### src/rtl/fp64_pkg.sv
// ============================================================================
// fp64_pkg
// Shared binary64 field widths, special constants and the S1->S2 stage record.
// Revision: 1.0
// ============================================================================
`default_nettype none

package fp64_pkg;

    localparam int EXP_W   = 11;
    localparam int MAN_W   = 52;
    localparam int BIAS    = 1023;
    localparam int EXP_MAX = 2047;
    localparam int PROD_W  = 2 * (MAN_W + 1);
    // Unbiased exponent needs two extra bits: one for sign, one for 2x range
    localparam int EXPI_W  = EXP_W + 2;

    localparam logic [63:0] QNAN = 64'h7FF8_0000_0000_0000;

    typedef struct packed {
        logic              sign;
        logic [EXPI_W-1:0] exp13;
        logic [MAN_W-1:0]  mant;
        logic              guard;
        logic              sticky;
        logic              zero;
        logic              nan;
    } s1_stage_t;

endpackage

`default_nettype wire

### src/rtl/fp64_round.sv
// ============================================================================
// fp64_round
// Mantissa rounding; round-to-nearest-even when FP64_PACK_ROUND_EN is defined,
// otherwise truncation. Revision: 1.0
// ============================================================================
`default_nettype none

module fp64_round
    import fp64_pkg::*;
(
    input  logic [MAN_W-1:0] mant_in,
    input  logic             guard,
    input  logic             sticky,
    output logic [MAN_W-1:0] mant_out,
    output logic             carry
);

`ifdef FP64_PACK_ROUND_EN
    logic inc;

    assign inc = guard & (sticky | mant_in[0]);
    // Carry-out leaves mant_out at zero, which is the correct 1.0 x 2^(e+1)
    assign {carry, mant_out} = {1'b0, mant_in} + {{MAN_W{1'b0}}, inc};
`else
    logic unused_round_bits;

    assign unused_round_bits = guard ^ sticky;
    assign mant_out          = mant_in;
    assign carry             = 1'b0;
`endif

endmodule

`default_nettype wire

### src/rtl/fp64_result_pack.sv
// ============================================================================
// fp64_result_pack
// Two-stage normalize / round-pack of a binary64 product (FP64_PACK_ROUND_EN).
// Revision: 1.0
// ============================================================================
`default_nettype none

module fp64_result_pack
    import fp64_pkg::*;
(
    input  logic          clk,
    input  logic          rst_n,
    input  logic          in_valid,
    output logic          in_ready,
    input  logic          in_sign,
    input  logic [11:0]   in_esum,
    input  logic [105:0]  in_prod,
    input  logic          in_zero,
    input  logic          in_nan,
    output logic          out_valid,
    input  logic          out_ready,
    output logic [63:0]   out_result,
    output logic          out_of,
    output logic          out_uf
);

    localparam logic signed [EXPI_W-1:0] EXP_LIM = EXPI_W'(EXP_MAX);

    logic              s1_valid;
    s1_stage_t         s1_q;
    s1_stage_t         s1_d;
    logic              s2_accept;
    logic              norm;
    logic [MAN_W-1:0]  mant_r;
    logic              carry;
    logic [EXPI_W-1:0] exp_r;
    logic [63:0]       res_d;
    logic              of_d;
    logic              uf_d;

    assign s2_accept = !out_valid || out_ready;
    assign in_ready  = !s1_valid || s2_accept;

    // S1: product is 1x.xx or 01.xx; pick the 52 bits under the leading one
    always_comb begin
        norm         = in_prod[PROD_W-1];
        s1_d         = '0;
        s1_d.sign    = in_sign;
        s1_d.zero    = in_zero;
        s1_d.nan     = in_nan;
        s1_d.exp13   = {1'b0, in_esum} - EXPI_W'(BIAS) + {{(EXPI_W-1){1'b0}}, norm};
        if (norm) begin
            s1_d.mant   = in_prod[104:53];
            s1_d.guard  = in_prod[52];
            s1_d.sticky = |in_prod[51:0];
        end else begin
            s1_d.mant   = in_prod[103:52];
            s1_d.guard  = in_prod[51];
            s1_d.sticky = |in_prod[50:0];
        end
    end

    always_ff @(posedge clk or negedge rst_n) begin
        if (!rst_n) begin
            s1_valid <= 1'b0;
            s1_q     <= '0;
        end else if (in_ready) begin
            s1_valid <= in_valid;
            if (in_valid) begin
                s1_q <= s1_d;
            end
        end
    end

    fp64_round u_round (
        .mant_in  (s1_q.mant),
        .guard    (s1_q.guard),
        .sticky   (s1_q.sticky),
        .mant_out (mant_r),
        .carry    (carry)
    );

    assign exp_r = s1_q.exp13 + {{(EXPI_W-1){1'b0}}, carry};

    // S2: special cases take priority over range checks on the rounded exponent
    always_comb begin
        res_d = {s1_q.sign, exp_r[EXP_W-1:0], mant_r};
        of_d  = 1'b0;
        uf_d  = 1'b0;
        if (s1_q.nan) begin
            res_d = QNAN;
        end else if (s1_q.zero) begin
            res_d = {s1_q.sign, 63'b0};
        end else if ($signed(exp_r) >= EXP_LIM) begin
            res_d = {s1_q.sign, {EXP_W{1'b1}}, {MAN_W{1'b0}}};
            of_d  = 1'b1;
        end else if ($signed(exp_r) <= $signed({EXPI_W{1'b0}})) begin
            res_d = {s1_q.sign, 63'b0};
            uf_d  = 1'b1;
        end
    end

    always_ff @(posedge clk or negedge rst_n) begin
        if (!rst_n) begin
            out_valid  <= 1'b0;
            out_result <= '0;
            out_of     <= 1'b0;
            out_uf     <= 1'b0;
        end else if (s2_accept) begin
            out_valid <= s1_valid;
            if (s1_valid) begin
                out_result <= res_d;
                out_of     <= of_d;
                out_uf     <= uf_d;
            end
        end
    end

endmodule

`default_nettype wire

### config.mk
export PLATFORM = sky130hd
export DESIGN_NAME = fp64_result_pack
export DESIGN_NICKNAME = d
export VERILOG_FILES = /design/src/rtl/fp64_pkg.sv /design/src/rtl/fp64_round.sv /design/src/rtl/fp64_result_pack.sv
export SDC_FILE = /design/constraint.sdc
export NUM_CORES = 1
export LEC_CHECK = 0
export ABC_AREA = 0
export CAP_MARGIN = 0
export CORE_UTILIZATION = 47
export DETAILED_ROUTE_END_ITERATION = 12
export MAX_ROUTING_LAYER = met4
export PLACE_DENSITY_LB_ADDON = 0.08
export SLEW_MARGIN = 10
export SYNTH_ARGS = -nofsm -noshare
export SYNTH_HDL_FRONTEND = slang
export SYNTH_SLANG_ARGS = --single-unit
### constraint.sdc
create_clock -name clk -period 1.77 [get_ports clk]
set_input_delay 0.4425 -clock clk [delete_from_list [all_inputs] [get_ports clk]]
set_output_delay 0.4425 -clock clk [all_outputs]
set_load 0.02 [all_outputs]
; ---- After elaboration in Yosys (flattened, before gate mapping)
; Index checks and enable logic that the tools add are counted.
[word_totals]
inputBits = 125
out_inout_bits = 68
elab_cells = 34
register_bits = 136
[classes]
n_lt_le_gt_ge = 2
mux = 12
add_sub_neg = 2
n_reduce_logical = 8
[op_table]
columns = op, count
row1 = $mux 63, 3
row2 = $mux 64, 1
row3 = $mux 54, 1
row4 = $reduce_or 52->1, 1
row5 = $reduce_or 51->1, 1
row6 = $add 13x1->13, 1
row7 = $ge 13x12->1 const B, 1
row8 = $le 13x1->1 const B, 1
row9 = $sub 12x10->13 const B, 1
row10 = $mux 1, 7
row11 = $reduce_and 2->1, 2
row12 = $logic_not 1->1, 2
row13 = $logic_or 1x1->1, 2

; ---- Longest topological paths before layout
[depth]
ltp_word = 5
depth_mapped = 10
depth_no_buf = 8

; ---- Modules after synthesis
; From an unflattened synthesis, not the netlist that was laid out.
[hier_totals]
cells_unflattened = 631
hier_area_um2 = 6703.9
[by_module_without_submodules]
columns = mod, area_per_inst_um2, n_inst, cells_per_inst, seq_area_each_um2
row1 = fp64_result_pack, 6302.3, 1, 577, 3453.3
row2 = fp64_round, 401.6, 1, 54, 0.0

; ---- Worst setup path before layout
; Ideal clock, no wire load.
[synth_timing]
path_kind = input to register
startpoint = input in_prod[105]
endpoint = register s1_q[66] (netlist name)
setup_time_ps = 128
arrival_ps = 1931
stages = 10
slack_ps = -289
path_buffers = 2
t_required_ps = 1642
cell_sequence = buf_2 -> buf_2 -> inv_1 -> ha_1 -> inv_1 -> ha_1 -> nand3_1 -> nor3_1 -> xor2_1 -> o21ai_0
[synth_between]
elab_chain_cells = 1
[synth_lines]
columns = element, line
row1 = from (decl), fp64_result_pack.sv:17  ; input logic [105:0] in_prod,
row2 = $add 13x1->13, fp64_result_pack.sv:51  ; s1_d.exp13 = {1'b0, in_esum} - EXPI_W'(BIAS) + {{(EXPI_W-1){1'b0}}, norm};
row3 = to (signal assigned), fp64_result_pack.sv:66  ; s1_q <= '0;
row4 = to (signal assigned), fp64_result_pack.sv:70  ; s1_q <= s1_d;
row5 = to (decl), fp64_result_pack.sv:30  ; s1_stage_t s1_q;
; Every way passes these cells.
; A chain may end at the register's enable or synchronous reset.

; ---- Worst setup path after layout
[layout_timing]
startpoint = input out_ready
endpoint = register out_result[52]
[layout_between]
elab_chain_cells = 2
[layout_lines]
columns = element, line
row1 = from (decl), fp64_result_pack.sv:21  ; input logic out_ready,
row2 = $logic_or 1x1->1, fp64_result_pack.sv:41  ; assign s2_accept = !out_valid || out_ready;
row3 = $reduce_and 2->1 (no source line), -
row4 = to (signal assigned), fp64_result_pack.sv:112  ; out_result <= res_d;
row5 = to (decl), fp64_result_pack.sv:22  ; output logic [63:0] out_result,
; Every way passes these cells.

==> reports/results.ini <==
[sta]
final-hold-violation-count = 0
tightest_slew_ps = 514
finalWorstSetupSlack_ps = 52.9
slew_violations = 0
period_share_pct = 97.0
max_freq_ghz = 0.582
rsz0062_at_grt = no
skew_ps = 13.7
slew_headroom_pct = 65.8
setup_violations = 0
min_period_ps = 1720
whs_ps = 453

[power]
swShare_pct = 26.7
design_power_total_w = 0.00927
power_frac_seq_pct = 40.9
clkPwrFrac_pct = 41.1
vdd_ir_drop_max_uv = 871
p_leak_nw = 4.02
p_int_w = 0.00679
pwr-share-comb_pct = 18.0
power.density_nw_per_um2 = 1100
p_switching_w = 0.00248

[floorplan]
io_pins = 193
die-area_um2 = 13400
initial_core_util_pct = 48.2
die_h_um = 116
rows = 41
core_um2 = 12600
die_w_um = 116

[global_routing]
grt_util_all_layers_pct = 23.4
gr-total-overflow = 0
first_global_vias = 4547
grt_max_degree = 52
grt_antenna_before_repair = 2
grt_pass1_wl_um = 22700

[routing]
ant_nets = 0
wl_per_cell_um = 16.0
drtIter0Drc = 342
vias = 4567
drcViolationCount = 0
firstDrtPassIters = 4
viasPerCell = 5.20
drt_wl_total_um = 14000

[placed_design]
gp_congestion = 0.767
dp_slack_ps = -439
dpl_cell_area_um2 = 7820
dpl.hpwl_um = 9740
numPortBuffers = 140

[yosys]
synth_edf_count = 0
syn_inst = 545
synth_warnings = 0
async_flop_share_pct = 100
syn_area_um2 = 6080
yosysUniqueCellTypes = 38
yosysSeqAreaShare_pct = 55.9
ys_top_cells_by_area = dfrtp_1 56%, mux2i_1 8.6%, a31o_1 7.2%, o21ai_0 5.5%, and2_1 5.3%
synth_seq_cells = 136
yosysTopAreaCellShare_pct = 55.9
synthFlopType = dfrtp_1
avgSynthCellArea_um2 = 11.2
synthesis.nets = 672
yosysTopAreaCell = dfrtp_1

[hold_path]
hold_path.class = in2async

[setup_path]
cp.required_ps = 2080
critPathLaunchType = input pin
r2r_end = out_result[28]
end_kind = flop
r2r_slack_ps = 170
reg2reg_depth = 5
r2r-start = s1_q[61]
arrival_ps = 2020
critical_path_class = in2reg
crit_path_max_fanout = 16

[finish]
fin_nets = 819
final_area_um2 = 8400
area_growth_pct = 38.0
final_util_pct = 66.6
final_layout_size_suffix_gt1_share_pct = 11.5

[clocking]
clkLatencyLatePin_ps = 420
tritoncts = yes
clk_path_buf_depth = 2
cts_htree_levels = 4
clock_sinks = 136
cts_root_buf = clkbuf_16
path_clk_slew_ps = 60
cts_made_buffers = 17

[flow_run]
max_cap_viol_count = 0

[outcome]
status = complete, no violations

==> registers in the layout, summed over array words and instances, names as in the netlist <==
signal / flops
out_of: 1
out_result: 64
out_uf: 1
out_valid: 1
s1_q: 68
s1_valid: 1
==> cell type report <==
type,instances,area [µm²]
inverter,5,18.8
fill,1053,4220
tap,172,215
sequential,136,3400
multi-input combinational,363,2500
clock inverter,11,169
clock buffer,21,480
timing repair buffer,169,1610
antenna,2,5.00
==> through the flow <==
step,std cells,setup TNS (ps)
after global placement,844,-20180
after global routing,879,0
final,879,0
after CTS,877,0
after floorplan,545,0
after detailed placement,844,-19600
==> worst max-delay path by stage <==
stage                         start        endpoint  cells past startpoint  slack [ps]
after floorplan           out_ready        s1_q[57]                      5          20
after global placement    out_ready  out_result[55]                      5        -420
after detailed placement  out_ready  out_result[58]                      5        -440
after CTS                 out_ready        in_ready                      3          20
after global routing      out_ready  out_result[52]                      6         0.5
final                     out_ready  out_result[52]                      6          50
==> routing by layer <==
layer,GRT usage (%),up-vias,part of all wire [%]
li1,-,2234,-
met1,29.3,2219,45
met2,36.4,102,48
met3,7.06,12,5.4
met4,7.44,0,1.2
met5,-,-,0
==> critical path, cell delays in order <==
cell             delay [ps]
clkdlybuf4s50_1         470
nand2b_2                140
nand2_2                  90
buf_4                   200
or3_1                   490
o221a_1                 180
==> kinds of logic after synthesis <==
group,Yosys count,share of synthesized area (%)
compound gates,135,15.6
xor+xnor,10,1.44
fa+ha+maj,2,0.411
buf+inv,46,3.87
flops,136,55.9
mux,56,9.29
simple gates,160,13.5
==> layout by cell type, fill, tap and decap left out, types with 6 or more instances in the layout <==
cell             count
mux2i_1             52
dlygate4sd2_1       67
o221a_1              9
buf_12               6
a31o_1              50
o21ai_0             67
buf_4               23
clkbuf_16           17
and2_1              51
clkdlybuf4s50_1     70
dfrtp_1            136
nand2_1             73
==> Yosys cell counts, drive strengths merged, types with 3 or more instances <==
cell	count
nor2	5
nand4	3
nor3	5
buf	26
inv	5
nor4	3
xor2	5
o21ai	67
dfrtp	136
nand2	75
o221a	9
mux2	4
and2	52
mux2i	52
xnor2	5
clkbuf	15
a31o	51
nand3	5
and3	3
==> timing repair <==
action	CTS	global route
hold buffers	1	0
resized for setup	71	2
buffers inserted	0	0
hold endpoints to repair	23	0
setup endpoints to repair	69	6
==> power by group through the flow <==
stage | Sequential [W] | Combinational, W | Clock [W]
after floorplan | 0.00401 | 0.000736 | 0
after global placement | 0.00383 | 0.00178 | 0
after detailed placement | 0.00385 | 0.00182 | 0
after CTS | 0.00380 | 0.00170 | 0.00386
after global routing | 0.00385 | 0.00183 | 0.00401
final | 0.00379 | 0.00167 | 0.00381
(Power assumes the default switching activity.)
